**src/rtl/adc_conv_scheduler.sv**
```systemverilog
// Round-robin scheduler sharing one SAR ADC among NCH channels.
// Each grant settles the mux, runs 2^OSR_LOG2 conversions and returns their truncated average.
module adc_conv_scheduler #(
   parameter int unsigned NCH         = 4,
   parameter int unsigned CH_W        = 2,
   parameter int unsigned RES_W       = 14,
   parameter int unsigned OSR_LOG2    = 2,
   parameter int unsigned SETTLE_CYC  = 8,
   parameter int unsigned TIMEOUT_CYC = 255
) (
   input  logic              clk,
   input  logic              rst,
   input  logic [NCH-1:0]    req,
   input  logic [NCH-1:0]    mode_14b,
   output logic [NCH-1:0]    ack,
   output logic [CH_W-1:0]   mux_sel,
   output logic              sel_14b,
   output logic              st_conv,
   input  logic              adc_done,
   input  logic [RES_W-1:0]  adc_result,
   output logic              out_valid,
   output logic [RES_W-1:0]  out_data,
   output logic [CH_W-1:0]   out_chan,
   output logic              out_err,
   output logic              busy
);
   localparam int unsigned ACC_W     = RES_W + OSR_LOG2;
   localparam int unsigned CNT_W     = (OSR_LOG2 > 0) ? OSR_LOG2 : 1;
   localparam int unsigned TMR_MAX   = (SETTLE_CYC > TIMEOUT_CYC) ? SETTLE_CYC : TIMEOUT_CYC;
   localparam int unsigned TMR_W     = $clog2(TMR_MAX + 1);
   localparam int unsigned CONV_LAST = (1 << OSR_LOG2) - 1;

   typedef enum logic [2:0] {S_IDLE, S_SETTLE, S_START, S_WAIT, S_OUTPUT} state_t;

   state_t             state, state_nx;
   logic [CH_W-1:0]    chan, chan_nx, last_grant, last_nx;
   logic [ACC_W-1:0]   acc, acc_nx, sample;
   logic [CNT_W-1:0]   conv_cnt, cnt_nx;
   logic [TMR_W-1:0]   tmr, tmr_nx;
   logic               err, err_nx;
   logic               done_s1, done_s2, done_s3, done_evt;
   logic [CH_W-1:0]    rr_pick, rr_cand;
   logic               rr_found;
   logic [NCH-1:0]     ack_nx;
   logic [CH_W-1:0]    mux_sel_nx, out_chan_nx;
   logic               sel_14b_nx, st_conv_nx, out_valid_nx, out_err_nx, busy_nx;
   logic [RES_W-1:0]   out_data_nx;

   // adc_done is asynchronous: two-flop synchronizer plus rising-edge detect
   always_ff @(posedge clk) begin
      if (rst) begin
         done_s1 <= 1'b0;
         done_s2 <= 1'b0;
         done_s3 <= 1'b0;
      end else begin
         done_s1 <= adc_done;
         done_s2 <= done_s1;
         done_s3 <= done_s2;
      end
   end
   assign done_evt = done_s2 & ~done_s3;

   // First requesting channel after last_grant, wrapping around
   always_comb begin
      rr_pick  = '0;
      rr_found = 1'b0;
      rr_cand  = '0;
      for (int unsigned i = 1; i <= NCH; i++) begin
         rr_cand = CH_W'((32'(last_grant) + i) % NCH);
         if (!rr_found && req[rr_cand]) begin
            rr_found = 1'b1;
            rr_pick  = rr_cand;
         end
      end
   end

   // 12-bit mode ignores the two upper result bits
   assign sample = sel_14b ? ACC_W'(adc_result) : ACC_W'(adc_result[11:0]);

   always_comb begin
      state_nx     = state;
      chan_nx      = chan;
      last_nx      = last_grant;
      acc_nx       = acc;
      cnt_nx       = conv_cnt;
      tmr_nx       = tmr;
      err_nx       = err;
      mux_sel_nx   = mux_sel;
      sel_14b_nx   = sel_14b;
      st_conv_nx   = 1'b0;
      out_valid_nx = 1'b0;
      ack_nx       = '0;
      out_data_nx  = out_data;
      out_chan_nx  = out_chan;
      out_err_nx   = out_err;
      unique case (state)
         S_IDLE: begin
            if (rr_found) begin
               chan_nx    = rr_pick;
               mux_sel_nx = rr_pick;
               sel_14b_nx = mode_14b[rr_pick];
               acc_nx     = '0;
               cnt_nx     = '0;
               tmr_nx     = '0;
               err_nx     = 1'b0;
               state_nx   = S_SETTLE;
            end
         end
         S_SETTLE: begin
            if (tmr == TMR_W'(SETTLE_CYC - 1)) begin
               tmr_nx   = '0;
               state_nx = S_START;
            end else begin
               tmr_nx = tmr + 1'b1;
            end
         end
         S_START: begin
            st_conv_nx = 1'b1;
            tmr_nx     = '0;
            state_nx   = S_WAIT;
         end
         S_WAIT: begin
            // a done edge in the same cycle as the timeout takes priority
            if (done_evt) begin
               acc_nx = acc + sample;
               if (conv_cnt == CNT_W'(CONV_LAST)) begin
                  state_nx = S_OUTPUT;
               end else begin
                  cnt_nx   = conv_cnt + 1'b1;
                  state_nx = S_START;
               end
            end else if (tmr == TMR_W'(TIMEOUT_CYC - 1)) begin
               err_nx   = 1'b1;
               state_nx = S_OUTPUT;
            end else begin
               tmr_nx = tmr + 1'b1;
            end
         end
         S_OUTPUT: begin
            last_nx  = chan;
            state_nx = S_IDLE;
         end
         default: state_nx = S_IDLE;
      endcase
      if (state_nx == S_OUTPUT) begin
         out_valid_nx = 1'b1;
         out_chan_nx  = chan_nx;
         out_err_nx   = err_nx;
         out_data_nx  = err_nx ? '0 : RES_W'(acc_nx >> OSR_LOG2);
         ack_nx       = NCH'(1) << chan_nx;
      end
      busy_nx = (state_nx != S_IDLE);
   end

   always_ff @(posedge clk) begin
      if (rst) begin
         state      <= S_IDLE;
         chan       <= '0;
         last_grant <= CH_W'(NCH - 1);
         acc        <= '0;
         conv_cnt   <= '0;
         tmr        <= '0;
         err        <= 1'b0;
         mux_sel    <= '0;
         sel_14b    <= 1'b0;
         st_conv    <= 1'b0;
         out_valid  <= 1'b0;
         ack        <= '0;
         out_data   <= '0;
         out_chan   <= '0;
         out_err    <= 1'b0;
         busy       <= 1'b0;
      end else begin
         state      <= state_nx;
         chan       <= chan_nx;
         last_grant <= last_nx;
         acc        <= acc_nx;
         conv_cnt   <= cnt_nx;
         tmr        <= tmr_nx;
         err        <= err_nx;
         mux_sel    <= mux_sel_nx;
         sel_14b    <= sel_14b_nx;
         st_conv    <= st_conv_nx;
         out_valid  <= out_valid_nx;
         ack        <= ack_nx;
         out_data   <= out_data_nx;
         out_chan   <= out_chan_nx;
         out_err    <= out_err_nx;
         busy       <= busy_nx;
      end
   end
endmodule
```
**config.mk**
```make
export PLATFORM = sky130hd
export DESIGN_NAME = adc_conv_scheduler
export DESIGN_NICKNAME = d
export VERILOG_FILES = /design/src/rtl/adc_conv_scheduler.sv
export SDC_FILE = /design/constraint.sdc
export NUM_CORES = 1
export LEC_CHECK = 0
export BUFFER_PORTS_ARGS = -buffer_cell sky130_fd_sc_hd__clkbuf_2
export CAP_MARGIN = 40
export CORE_MARGIN = 2
export CORE_UTILIZATION = 50
export CTS_BUF_LIST = sky130_fd_sc_hd__clkbuf_4 sky130_fd_sc_hd__clkbuf_8
export DETAILED_ROUTE_END_ITERATION = 10
export PLACE_DENSITY = 0.76
export RECOVER_POWER = 25
export SLEW_MARGIN = 25
export SYNTH_ARGS = -nofsm -noshare
export SYNTH_HDL_FRONTEND = slang
export SYNTH_SLANG_ARGS = --single-unit
```
**constraint.sdc**
```tcl
create_clock -name clk -period 3.1 [get_ports clk]
set_input_delay 0.155 -clock clk [delete_from_list [all_inputs] [get_ports clk]]
set_output_delay 0.155 -clock clk [all_outputs]
set_load 0.005 [all_outputs]
```
# Word level (Yosys, flattened, before mapping)
# Index checks and enable logic that the tools add are counted.
word_totals:
  output_inout_bits: 27
  reg_bits: 64
  elab_cells: 110
  input_bits: 25
classes:
  order_cmp: 5
  n_reduce_logical: 15
  muxes: 46
  n_bitwise: 3
  n_addsub: 7
  eq_ne: 13
  shifts: 1
ops:
  columns: ["op", "count"]
  rows:
  - ["2-to-1 mux 16 bit", 2]
  - ["2-to-1 mux 8 bit", 4]
  - ["one-hot mux 16 bit (2 select lines)", 1]
  - ["one-hot mux 8 bit (4 select lines)", 1]
  - ["2-to-1 mux 14 bit", 2]
  - ["2-to-1 mux 2 bit", 9]
  - ["adder 16 x 14 -> 16 bit", 1]
  - ["< comparator 2 x 3 -> 1 bit (second input constant)", 5]
  - ["2-to-1 mux 3 bit", 5]
  - ["2-to-1 mux 1 bit", 14]
  - ["one-hot mux 3 bit (4 select lines)", 1]
  - ["binary-select mux 1 bit (select 2 bit)", 5]
  - ["!= test 2 bit (second input constant)", 5]
  - ["adder 8 x 1 -> 8 bit (second input constant)", 1]
  - ["equality test 8 x 3 -> 1 bit (second input constant)", 1]
  - ["equality test 8 bit (second input constant)", 1]
  - ["AND reduction 4 bit", 2]
  - ["adder 2 x 1 -> 2 bit (second input constant)", 3]
  - ["equality test 3 x 2 -> 1 bit (second input constant)", 2]
  - ["equality test 3 bit (second input constant)", 2]
  - ["adder 2 bit (second input constant)", 2]
  - ["one-hot mux 2 bit (2 select lines)", 1]
  - ["nonzero test 4 bit", 1]
  - ["<< shifter 1 x 2 -> 4 bit (first input constant)", 1]
  - ["other kinds (13)", 18]

# Logic depth before layout (Yosys ltp)
depth:
  depth_word: 18
  ltp_mapped: 9

# Least setup slack after synthesis
# OpenSTA, ideal clock, no wires.
synth_timing:
  path_type: "reg2reg"
  startpoint: "register acc[0]"
  endpoint: "register out_data[12]"
  path_buffers: 0
  setup_ns: 0.062
  t_arrival_ns: 2.115
  setup_slack_ns: 0.922
  path_stages_with_launch: 10
  path_cell_list: "dfxtp_1 ha_1 inv_1 fa_1 nor2b_1 o211ai_1 a21oi_1 o2111ai_1 a2111o_1 nand3_1"
synth_via:
  elab_chain_len: 4
synth_rtl:
  columns: ["element", "line_no", "text"]
  rows:
  - ["from (decl)", "37", "logic [ACC_W-1:0] acc, acc_nx, sample;"]
  - ["from (signal assigned)", "177", "acc <= acc_nx;"]
  - ["adder 16 x 14 -> 16 bit", "125", "acc_nx = acc + sample;"]
  - ["2-to-1 mux 16 bit", "124", "if (done_evt) begin"]
  - ["one-hot mux 16 bit (2 select lines)", "96", "unique case (state)"]
  - ["2-to-1 mux 14 bit", "149", "out_data_nx = err_nx ? '0 : RES_W'(acc_nx >> OSR_LOG2);"]
  - ["to (signal assigned)", "186", "out_data <= out_data_nx;"]
  - ["to (decl)", "22", "output logic [RES_W-1:0] out_data,"]
# No other way between the ends. The select of a mux whose other input is x is not followed.
# A chain may end at the register's enable or synchronous reset.

# Worst setup path after layout
layout_timing:
  startpoint: "register state[2]"
  endpoint: "register out_data[9]"
layout_via:
  elab_chain_len: 4
  elab_cells_between_ends: 13
  classes_between: "eq/ne (4); mux (8); reduce/logical (1)"
layout_rtl:
  columns: ["element", "line_no", "text"]
  rows:
  - ["from (decl)", "35", "state_t state, state_nx;"]
  - ["from (signal assigned)", "174", "state <= state_nx;"]
  - ["2-to-1 mux 3 bit", "132", "end else if (tmr == TMR_W'(TIMEOUT_CYC - 1)) begin"]
  - ["2-to-1 mux 3 bit", "124", null]
  - ["one-hot mux 3 bit (4 select lines)", "96", null]
  - ["equality test 3 bit", "145", "if (state_nx == S_OUTPUT) begin"]
# Several ways; a longest one is shown, not always the timed one.

==> flow_metrics.tcl <==
set metrics [dict create \
    ys_seq_area_share_pct 38.3 \
    ys_types 61 \
    die_area_um2 7370 \
    grt_max_degree 34 \
    ys_warn_count 0 \
    outcome "complete, but fails checks" \
    die_h_um 85.8 \
    cts.sinks 64 \
    yosysMostFrequentCell "dfxtp_1" \
    grt_overflow 0 \
    cts_buffer_depth 2 \
    fin_crit_sh_pct 82.0 \
    violations "DRC, capacitance limit, slew limit" \
    required_ns 3.39 \
    final_hold_viol_count 0 \
    htreeDepth 3 \
    ant_nets 0 \
    ys_ff_latch 64 \
    maxSlewViolCount 34 \
    coreArea_um2 6420 \
    n_fill_cell 582 \
    synth_top_area_cell "dfxtp_1" \
    post_cts_resized 0 \
    antenna_found_initial 0 \
    power.density_nw_per_um2 472 \
    path_class "flop to flop" \
    grt_pass1_vias 2951 \
    hold_buffers 0 \
    p_leak_nw 1.59 \
    worstPathArrival_ns 2.83 \
    wl_um 7880 \
    clock_latency_ns 0.35 \
    synthArstFlopShare_pct 0 \
    root_buffer "clkbuf_8" \
    rsz0062_at_grt "false" \
    maxCapViolCount 1 \
    fin_area_um2 3890 \
    area_growth_pct 16.0 \
    hold_class "input port to flop" \
    drive_above_1_share_pct 17.1 \
    cp-start-kind "flop" \
    critical_path.max_fanout 15 \
    synthTopCellsByCount "64 x dfxtp_1, 44 x nor2_1, 29 x nand2_1" \
    tns_ns 0 \
    finClkSkew_ns 0.0114 \
    first_pass_iters 9 \
    wl_per_cell_um 15.3 \
    place_ws_ns 0.649 \
    pin_count 52 \
    ir_drop_mv 0.390 \
    cts_tree "built" \
    gp_congestion 0.834 \
    grt_first_pass_wirelength_um 13400 \
    syn_area_um2 3350 \
    power.total_mw 1.83 \
    path_clk_slew_ns 0.08 \
    grt_use_total_pct 22.6 \
    dp_hpwl_um 5600 \
    drt_iter0_drc 210 \
    synth_edf_count 0 \
    setup_violations 0 \
    synthFlopType "dfxtp_1" \
    relSlewSlack_pct -7.06 \
    avgSynthCellArea_um2 8.70 \
    place_area_um2 3650 \
    diodes 0 \
    die_w_um 85.8 \
    io_buffers 51 \
    start_util_pct 52.2 \
    netlist_instances 385 \
    layout.nets 476 \
    min_period_ns 2.54 \
    worst_slew_pin_slew_ns 1.61 \
    cts_buffers 9 \
    syn_nets 428 \
    synthTopCellsByArea "dfxtp_1 38%, ha_1 6.4%, nor2_1 4.9%, a21oi_1 3.6%, nand2_1 3.2%" \
    fmax_mhz 393 \
    crit_path_end_kind "flop" \
    synth_top_cell_area_share_pct 38.3 \
    num_vias 3093 \
    drc_errors 4 \
    worst_slack_ns 0.557 \
    fin_util_pct 60.5 \
    routed_via_density 6.01 \
    cts_setup_buffers 0 \
    std_cell_rows 29 \
]
[worst paths after layout]
| kind | slack [ns] | cells past startpoint | from | end |
|---|---|---|---|---|
| worst min register to register | 0.44 | 2 | out_data[10] | out_data[10] |
| worst max-delay path | 0.56 | 6 | state[2] | out_data[9] |
| worst min-delay path | 0.02 | 2 | adc_done | done_s1 |
| worst max register to register | 0.56 | 6 | state[2] | out_data[9] |
[final cells by class]
class	count	area, µm²	share of cell area (%)
flip-flops and latches	64	1280	33.0
inverters	9	33.8	0.869
repair buffers	54	272	6.99
multi-input cells	295	1960	50.4
clock inverters	7	120	3.09
well taps	77	96.3	2.48
clock buffers	9	124	3.19
[where the power goes]
group / internal [mW] / switching [mW]
Sequential: 0.831 / 0.00864
Combinational: 0.0466 / 0.0735
Clock: 0.535 / 0.339
Total: 1.41 / 0.421
[flip-flops by register name, indices dropped and copies added (netlist names), 3 cells and up]
register / flops
state: 3
ack: 4
out_data: 14
tmr: 8
acc: 16
[logic make-up (layout without fill, tap and decap cells)]
kind of cell               count (synthesis)  count (layout)  synth area share, %
xor gates and xnor gates                  10              10                 2.61
adders and majority gates                 18              18                 6.95
DFF                                       64              64                 38.3
and+or+nand+nor                          161             161                 24.7
muxes                                      9               9                 2.80
AOI/OAI and AO/OA                         97              97                 21.4
buffers and inverters                     26              79                 3.25
[layout by cell type (no fill, tap or decap), types with 6 or more instances in the layout]
cell type and n:
nand4_1 8, nor2b_1 9, nand2_1 29, a21oi_1 24, nor3_1 7, clkbuf_2 43
and2_1 8, xnor2_1 6, ha_1 17, dfxtp_1 64, o21ai_0 10, or3_1 7
nand2b_1 9, clkbuf_1 8, mux2i_1 6, nand3_1 16, nor2_1 44, clkbuf_8 9
inv_1 9
[metrics by stage]
stage | hold slack [ns] | instances
finish | 0.0220 | 515
global route | 0.0225 | 515
CTS | 0.0141 | 515
detailed placement | 0.371 | 499
global placement | 0.368 | 498
floorplan | 0.283 | 385
[worst max-delay path: stages (launching register included)]
cell,delay [ns]
dfxtp_1,0.46
nor3_2,0.25
nand2_1,0.32
a2111oi_4,0.62
nand2_2,0.23
or4_1,0.51
nand3_1,0.09
[per-layer routing]
| metal | up-vias | track usage [%] | routed length, µm |
|---|---|---|---|
| met3 | 20 | 6.06 | 469 |
| met5 | - | 0 | 0 |
| met2 | 107 | 36.6 | 3780 |
| met1 | 1444 | 29.4 | 3530 |
| met4 | 0 | 7.50 | 105 |
| li1 | 1522 | - | - |
No activity file was read; power rests on OpenSTA's default activity.
